===== config.mk =====
export PLATFORM = sky130hd
export DESIGN_NAME = risc_toy_decode_stage
export DESIGN_NICKNAME = d
export VERILOG_FILES = /design/src/rtl/risc_toy_decode_stage.sv
export SDC_FILE = /design/constraint.sdc
export NUM_CORES = 1
export LEC_CHECK = 0
export CAP_MARGIN = 10
export CORE_MARGIN = 2
export CORE_UTILIZATION = 40
export CTS_CLUSTER_SIZE = 16
export DETAILED_ROUTE_END_ITERATION = 10
export PLACE_DENSITY = 0.8
export SYNTH_ARGS = -nofsm -noshare
export SYNTH_HDL_FRONTEND = slang
export SYNTH_SLANG_ARGS = --single-unit

===== constraint.sdc =====
create_clock -name CLK -period 2.9 [get_ports CLK]
set_input_delay 0.58 -clock CLK [delete_from_list [all_inputs] [get_ports CLK]]
set_output_delay 0.58 -clock CLK [all_outputs]
set_load 0.005 [all_outputs]

===== src/rtl/risc_toy_decode_stage.sv =====
// RISC_TOY decode / operand-fetch stage: combinational regfile addressing, write-back bypass,
// and a valid/ready output register. Optional macro ILLEGAL_OP_TRAP_EN flags opcodes 23..31.
module risc_toy_decode_stage #(
  parameter int DW  = 32,
  parameter int AW  = 5,
  parameter int PCW = 30
) (
  input  logic           CLK,
  input  logic           RSTN,
  input  logic           IN_VALID,
  output logic           IN_READY,
  input  logic [31:0]    IN_INSTR,
  input  logic [PCW-1:0] IN_PC,
  input  logic           FLUSH,
  output logic [AW-1:0]  RA0,
  output logic [AW-1:0]  RA1,
  input  logic [DW-1:0]  RD0,
  input  logic [DW-1:0]  RD1,
  input  logic           WB_EN,
  input  logic [AW-1:0]  WB_ADDR,
  input  logic [DW-1:0]  WB_DATA,
  output logic           OUT_VALID,
  input  logic           OUT_READY,
  output logic [4:0]     OUT_OPCODE,
  output logic [DW-1:0]  OUT_VALA,
  output logic [DW-1:0]  OUT_VALB,
  output logic [DW-1:0]  OUT_IMM,
  output logic [AW-1:0]  OUT_DEST,
  output logic           OUT_WEN,
  output logic [PCW-1:0] OUT_PC,
  output logic           OUT_ILLEGAL
);

  localparam logic [4:0] OP_ADDI = 5'd0,  OP_ANDI = 5'd1,  OP_ORI  = 5'd2,  OP_MOVI = 5'd3;
  localparam logic [4:0] OP_ADD  = 5'd4,  OP_SUB  = 5'd5,  OP_NEG  = 5'd6,  OP_NOT  = 5'd7;
  localparam logic [4:0] OP_AND  = 5'd8,  OP_OR   = 5'd9,  OP_XOR  = 5'd10, OP_LSR  = 5'd11;
  localparam logic [4:0] OP_ASR  = 5'd12, OP_SHL  = 5'd13, OP_ROR  = 5'd14, OP_BR   = 5'd15;
  localparam logic [4:0] OP_BRL  = 5'd16, OP_J    = 5'd17, OP_JL   = 5'd18, OP_LD   = 5'd19;
  localparam logic [4:0] OP_LDR  = 5'd20, OP_ST   = 5'd21, OP_STR  = 5'd22;

  logic [4:0]    opcode;
  logic [AW-1:0] fld_a, fld_b, fld_c;
  logic [DW-1:0] sext17, zext17, sext22, br_imm, shamt_val;

  assign opcode    = IN_INSTR[31:27];
  assign fld_a     = AW'(IN_INSTR[26:22]);
  assign fld_b     = AW'(IN_INSTR[21:17]);
  assign fld_c     = AW'(IN_INSTR[16:12]);
  assign sext17    = {{(DW-17){IN_INSTR[16]}}, IN_INSTR[16:0]};
  assign zext17    = {{(DW-17){1'b0}}, IN_INSTR[16:0]};
  assign sext22    = {{(DW-22){IN_INSTR[21]}}, IN_INSTR[21:0]};
  assign br_imm    = {{(DW-3){1'b0}}, IN_INSTR[2:0]};
  assign shamt_val = {{(DW-5){1'b0}}, IN_INSTR[4:0]};

  logic [AW-1:0] ra0_next, ra1_next, dest_next;
  logic          a_src_next, b_src_next, wen_next;
  logic [DW-1:0] imm_next, valb_lit_next;
`ifdef ILLEGAL_OP_TRAP_EN
  logic          illegal_next;
`endif

  // a_src/b_src mark operands read from the register file; they become the held tags
  always_comb begin
    ra0_next      = '0;
    ra1_next      = '0;
    dest_next     = '0;
    a_src_next    = 1'b0;
    b_src_next    = 1'b0;
    wen_next      = 1'b0;
    imm_next      = '0;
    valb_lit_next = '0;
`ifdef ILLEGAL_OP_TRAP_EN
    illegal_next  = 1'b0;
`endif
    case (opcode)
      OP_ADDI, OP_LD, OP_ST: begin
        ra0_next   = fld_b;
        ra1_next   = fld_a;
        a_src_next = 1'b1;
        b_src_next = 1'b1;
        imm_next   = sext17;
        wen_next   = (opcode != OP_ST);
      end
      OP_ANDI, OP_ORI, OP_MOVI: begin
        ra0_next   = fld_b;
        ra1_next   = fld_a;
        a_src_next = 1'b1;
        b_src_next = 1'b1;
        imm_next   = zext17;
        wen_next   = 1'b1;
      end
      OP_ADD, OP_SUB, OP_NEG, OP_NOT, OP_AND, OP_OR, OP_XOR: begin
        ra0_next   = fld_b;
        ra1_next   = fld_c;
        a_src_next = 1'b1;
        b_src_next = 1'b1;
        wen_next   = 1'b1;
      end
      OP_LSR, OP_ASR, OP_SHL, OP_ROR: begin
        ra0_next   = fld_b;
        a_src_next = 1'b1;
        wen_next   = 1'b1;
        if (IN_INSTR[5]) begin
          ra1_next   = fld_c;
          b_src_next = 1'b1;
        end else begin
          valb_lit_next = shamt_val;
        end
      end
      OP_BR, OP_BRL: begin
        ra0_next   = fld_b;
        ra1_next   = fld_c;
        a_src_next = 1'b1;
        b_src_next = 1'b1;
        imm_next   = br_imm;
        wen_next   = (opcode == OP_BRL);
      end
      OP_J, OP_JL, OP_LDR, OP_STR: begin
        ra1_next   = fld_a;
        b_src_next = 1'b1;
        imm_next   = sext22;
        wen_next   = (opcode == OP_JL) || (opcode == OP_LDR);
      end
      default: begin
`ifdef ILLEGAL_OP_TRAP_EN
        illegal_next = 1'b1;
`endif
      end
    endcase
    if (wen_next) dest_next = fld_a;
  end

  logic [DW-1:0] byp_a, byp_b, vala_next, valb_next;

  always_comb begin
    byp_a     = (WB_EN && (WB_ADDR == ra0_next)) ? WB_DATA : RD0;
    byp_b     = (WB_EN && (WB_ADDR == ra1_next)) ? WB_DATA : RD1;
    vala_next = a_src_next ? byp_a : '0;
    valb_next = b_src_next ? byp_b : valb_lit_next;
  end

  logic           valid_reg, wen_reg, a_src_reg, b_src_reg;
  logic [4:0]     opcode_reg;
  logic [DW-1:0]  vala_reg, valb_reg, imm_reg;
  logic [AW-1:0]  dest_reg, a_tag_reg, b_tag_reg;
  logic [PCW-1:0] pc_reg;
  logic           capture;

  assign RA0      = ra0_next;
  assign RA1      = ra1_next;
  assign IN_READY = !valid_reg || OUT_READY;
  assign capture  = IN_VALID && IN_READY && !FLUSH;

  // Priority: flush, then capture, then drain; otherwise a stalled bundle only refreshes operands
  always_ff @(posedge CLK or negedge RSTN) begin
    if (!RSTN) begin
      valid_reg  <= 1'b0;
      opcode_reg <= '0;
      vala_reg   <= '0;
      valb_reg   <= '0;
      imm_reg    <= '0;
      dest_reg   <= '0;
      wen_reg    <= 1'b0;
      pc_reg     <= '0;
      a_tag_reg  <= '0;
      b_tag_reg  <= '0;
      a_src_reg  <= 1'b0;
      b_src_reg  <= 1'b0;
    end else if (FLUSH) begin
      valid_reg <= 1'b0;
    end else if (capture) begin
      valid_reg  <= 1'b1;
      opcode_reg <= opcode;
      vala_reg   <= vala_next;
      valb_reg   <= valb_next;
      imm_reg    <= imm_next;
      dest_reg   <= dest_next;
      wen_reg    <= wen_next;
      pc_reg     <= IN_PC;
      a_tag_reg  <= ra0_next;
      b_tag_reg  <= ra1_next;
      a_src_reg  <= a_src_next;
      b_src_reg  <= b_src_next;
    end else if (OUT_READY) begin
      valid_reg <= 1'b0;
    end else if (valid_reg) begin
      if (WB_EN && a_src_reg && (WB_ADDR == a_tag_reg)) vala_reg <= WB_DATA;
      if (WB_EN && b_src_reg && (WB_ADDR == b_tag_reg)) valb_reg <= WB_DATA;
    end
  end

`ifdef ILLEGAL_OP_TRAP_EN
  logic illegal_reg;

  always_ff @(posedge CLK or negedge RSTN) begin
    if (!RSTN)            illegal_reg <= 1'b0;
    else if (FLUSH)       illegal_reg <= illegal_reg;
    else if (capture)     illegal_reg <= illegal_next;
  end

  assign OUT_ILLEGAL = illegal_reg;
`else
  assign OUT_ILLEGAL = 1'b0;
`endif

  assign OUT_VALID  = valid_reg;
  assign OUT_OPCODE = opcode_reg;
  assign OUT_VALA   = vala_reg;
  assign OUT_VALB   = valb_reg;
  assign OUT_IMM    = imm_reg;
  assign OUT_DEST   = dest_reg;
  assign OUT_WEN    = wen_reg;
  assign OUT_PC     = pc_reg;

endmodule


==> results.toml <==
[outcome]
status = "complete, no violations"

[yosys]
synth_ff_type = "dfrtp_1"
synth_edf_count = 0
netlist.area_leader.share_pct = 47.1
yosys.area.top_type = "dfrtp_1"
syn_nets = 991
synth-seq-cells = 140
synth.area.top_cells = "dfrtp_1 47%, nand2_1 9.7%, a32o_1 4.3%"
syn_area_sq_um = 7430
syn_area_per_cell_sq_um = 9.04
ys_async_sr_fraction_pct = 100
yosysWarnings = 0
syn_inst = 822
synth_cell_types = 54
yosysSeqAreaShare_pct = 47.1

[place]
port_buffers = 317
routabilityCongestion = 0.865
pre_cts_slack_ps = -743
dp.final_hpwl_mm = 18.5

[cts]
clockBufferDepth = 2
insertion_delay_ps = 430
numCtsBuffers = 17
cts_sinks = 140
cts_tree = "done"
clockRootBuffer = "clkbuf_16"
cts_hold_buf = 0
h-tree-depth = 4
clk_pin_slew_ps = 70

[setup_path]
critPathMaxFanout = 5
worstReg2RegStart = "OUT_VALID"
worstPathRequired_ps = 2320
critPathLaunchType = "primary input"
cp-startpoint = "IN_INSTR[28]"
crit_arrival_ps = 2260
crit_type = "in -> out"
worstSetupEndpointType = "output port"

[die]
core_area_sq_um = 18100
die_width_um = 140
die_h_um = 140
dieArea_sq_um = 19700
initial_core_util_pct = 41.1
io_pins = 319
num_rows = 49

[drt]
vias_per_cell = 5.42
dr.pass1.iters = 6
drc = 0
antenna_left = 0
initialDrtViolationCount = 443
drt_wl_total_mm = 26.4
wire_per_inst_um = 18.8
route.vias.total = 7603

[sta]
max_freq_mhz = 352
finalCritPeriodShare_pct = 98.0
setup_viol = 0
setup_ws_ps = 57.6
slew_viol_final = 0
fin_setup_tns_ps = 0
period_minus_slack_ps = 2840
slew_headroom_pct = 47.7
tightest_slew_ps = 776
hold_viol = 0
skew_ps = 9.48

[min_path]
holdCritPathClass = "in -> async"

[global_routing]
antenna_found_initial = 0
grt_max_degree = 77
grt_util_all_layers_pct = 26.2
grt_pass1_vias = 7770
grt_overflow = 0
grt_pass1_wl_mm = 40.9

[finish]
area_growth_pct = 62.7
drive_above_1_share_pct = 13.1
final_nets = 1329
antennaDiodeCount = 0
nFillCells = 1420

[pwr]
p_leak_nw = 5.48
p_per_area_nw_per_um2 = 556
p_total_mw = 6.72
peakVddDrop_uv = 421

[flow_run]
maxCapViolations = 0
[Yosys cell counts (all sizes together), types with 2 or more instances]
master / instances
nand2: 192
dfrtp: 140
nor2: 66
clkbuf: 50
a21o: 36
a32o: 32
buf: 32
o22ai: 29
or3: 28
a21boi: 27
and4: 27
inv: 16
nand3: 15
o21ai: 14
a21oi: 13
xor2: 12
a22o: 9
nand2b: 9
and2: 8
nand4: 7
mux2: 6
o211ai: 5
o22a: 5
xnor2: 5
a2111oi: 4
a221oi: 4
nor3: 4
o211a: 4
a211oi: 3
nor2b: 3
nor4: 2
[layer usage]
layer | share of wire, % | up-vias | track usage [%]
met5 | 0 | - | 0
li1 | - | 3551 | -
met3 | 8.9 | 54 | 9.20
met4 | 2.6 | 0 | 9.25
met1 | 39 | 3669 | 30.2
met2 | 50 | 329 | 45.2
[through the flow]
stage	std cells	instance area, sq um	hold slack [ps]	util [%]
2_1_floorplan	822	7440	284	-
3_3_place_gp	1356	11200	452	61.9
3_5_place_dp	1356	11200	458	61.9
4_1_cts	1394	11900	201	66.0
5_1_grt	1402	12100	231	66.9
6_report	1402	12100	174	66.9
[kinds of logic (layout without fill, tap and decap cells)]
family                 Yosys count  after routing  share of synthesized area [%]
buffers and inverters           98            449                           6.31
AND/OR/NAND/NOR                369            369                           23.6
flip-flops                     140            140                           47.1
other                            1              1                         0.0504
AO/OA/AOI/OAI                  190            190                           19.7
XOR/XNOR                        17             17                           2.00
multiplexers                     7              7                           1.21
[power by group]
part / internal, mW / switching, mW
combinational: 1.14 / 0.740
sequential: 2.25 / 0.175
clock: 1.48 / 0.927
[cells in the final DEF (no fill, tap or decap), types with 8 or more instances in the layout]
cell type / instances
clkdlybuf4s50_1: 306
nand2_1: 192
dfrtp_1: 140
buf_4: 66
nor2_1: 65
a21o_1: 36
a32o_1: 32
o22ai_1: 28
and4_1: 27
a21boi_0: 27
or3_1: 27
clkbuf_16: 21
inv_1: 16
nand3_1: 15
o21ai_0: 13
a21oi_1: 11
xor2_1: 11
buf_12: 10
a22o_1: 8
[path summary, 6_finish.rpt]
kind,to,slack [ps],cells past startpoint
min in group CLK,OUT_OPCODE[0],440,3
max in group asynchronous,OUT_VALB[19],1960,2
worst min-delay path,OUT_VALA[26],170,1
worst max-delay path,RA1[3],60,10
worst max register to register,OUT_VALB[2],720,9
worst min register to register,OUT_IMM[14],470,2
[final cells by class]
type	count	area [sq um]	area share [%]
Clock inverter	14	208	1.72
Sequential cell	140	3500	29.0
Clock buffer	18	439	3.63
Multi-Input combinational cell	584	3600	29.8
Tap cell	229	287	2.37
Timing Repair Buffer	401	3990	33.0
Inverter	16	60.1	0.497
[worst max-delay path: stages]
cell           delay [ps]
buf_2                 150
buf_4                 150
nor4b_4               380
buf_4                 190
a2111oi_4              40
a211oi_2              230
buf_4                 140
buf_4                 100
inv_1                  40
dlygate4sd2_1         260
[repair_timing]
| item | in CTS | in global routing |
|---|---|---|
| buffers inserted | 6 | 3 |
| pin swaps | 9 | 8 |
| setup endpoints to repair | 74 | 38 |
| cloned | 0 | 5 |
| gates resized for setup | 33 | 12 |
No activity file was read; power rests on OpenSTA's default activity.
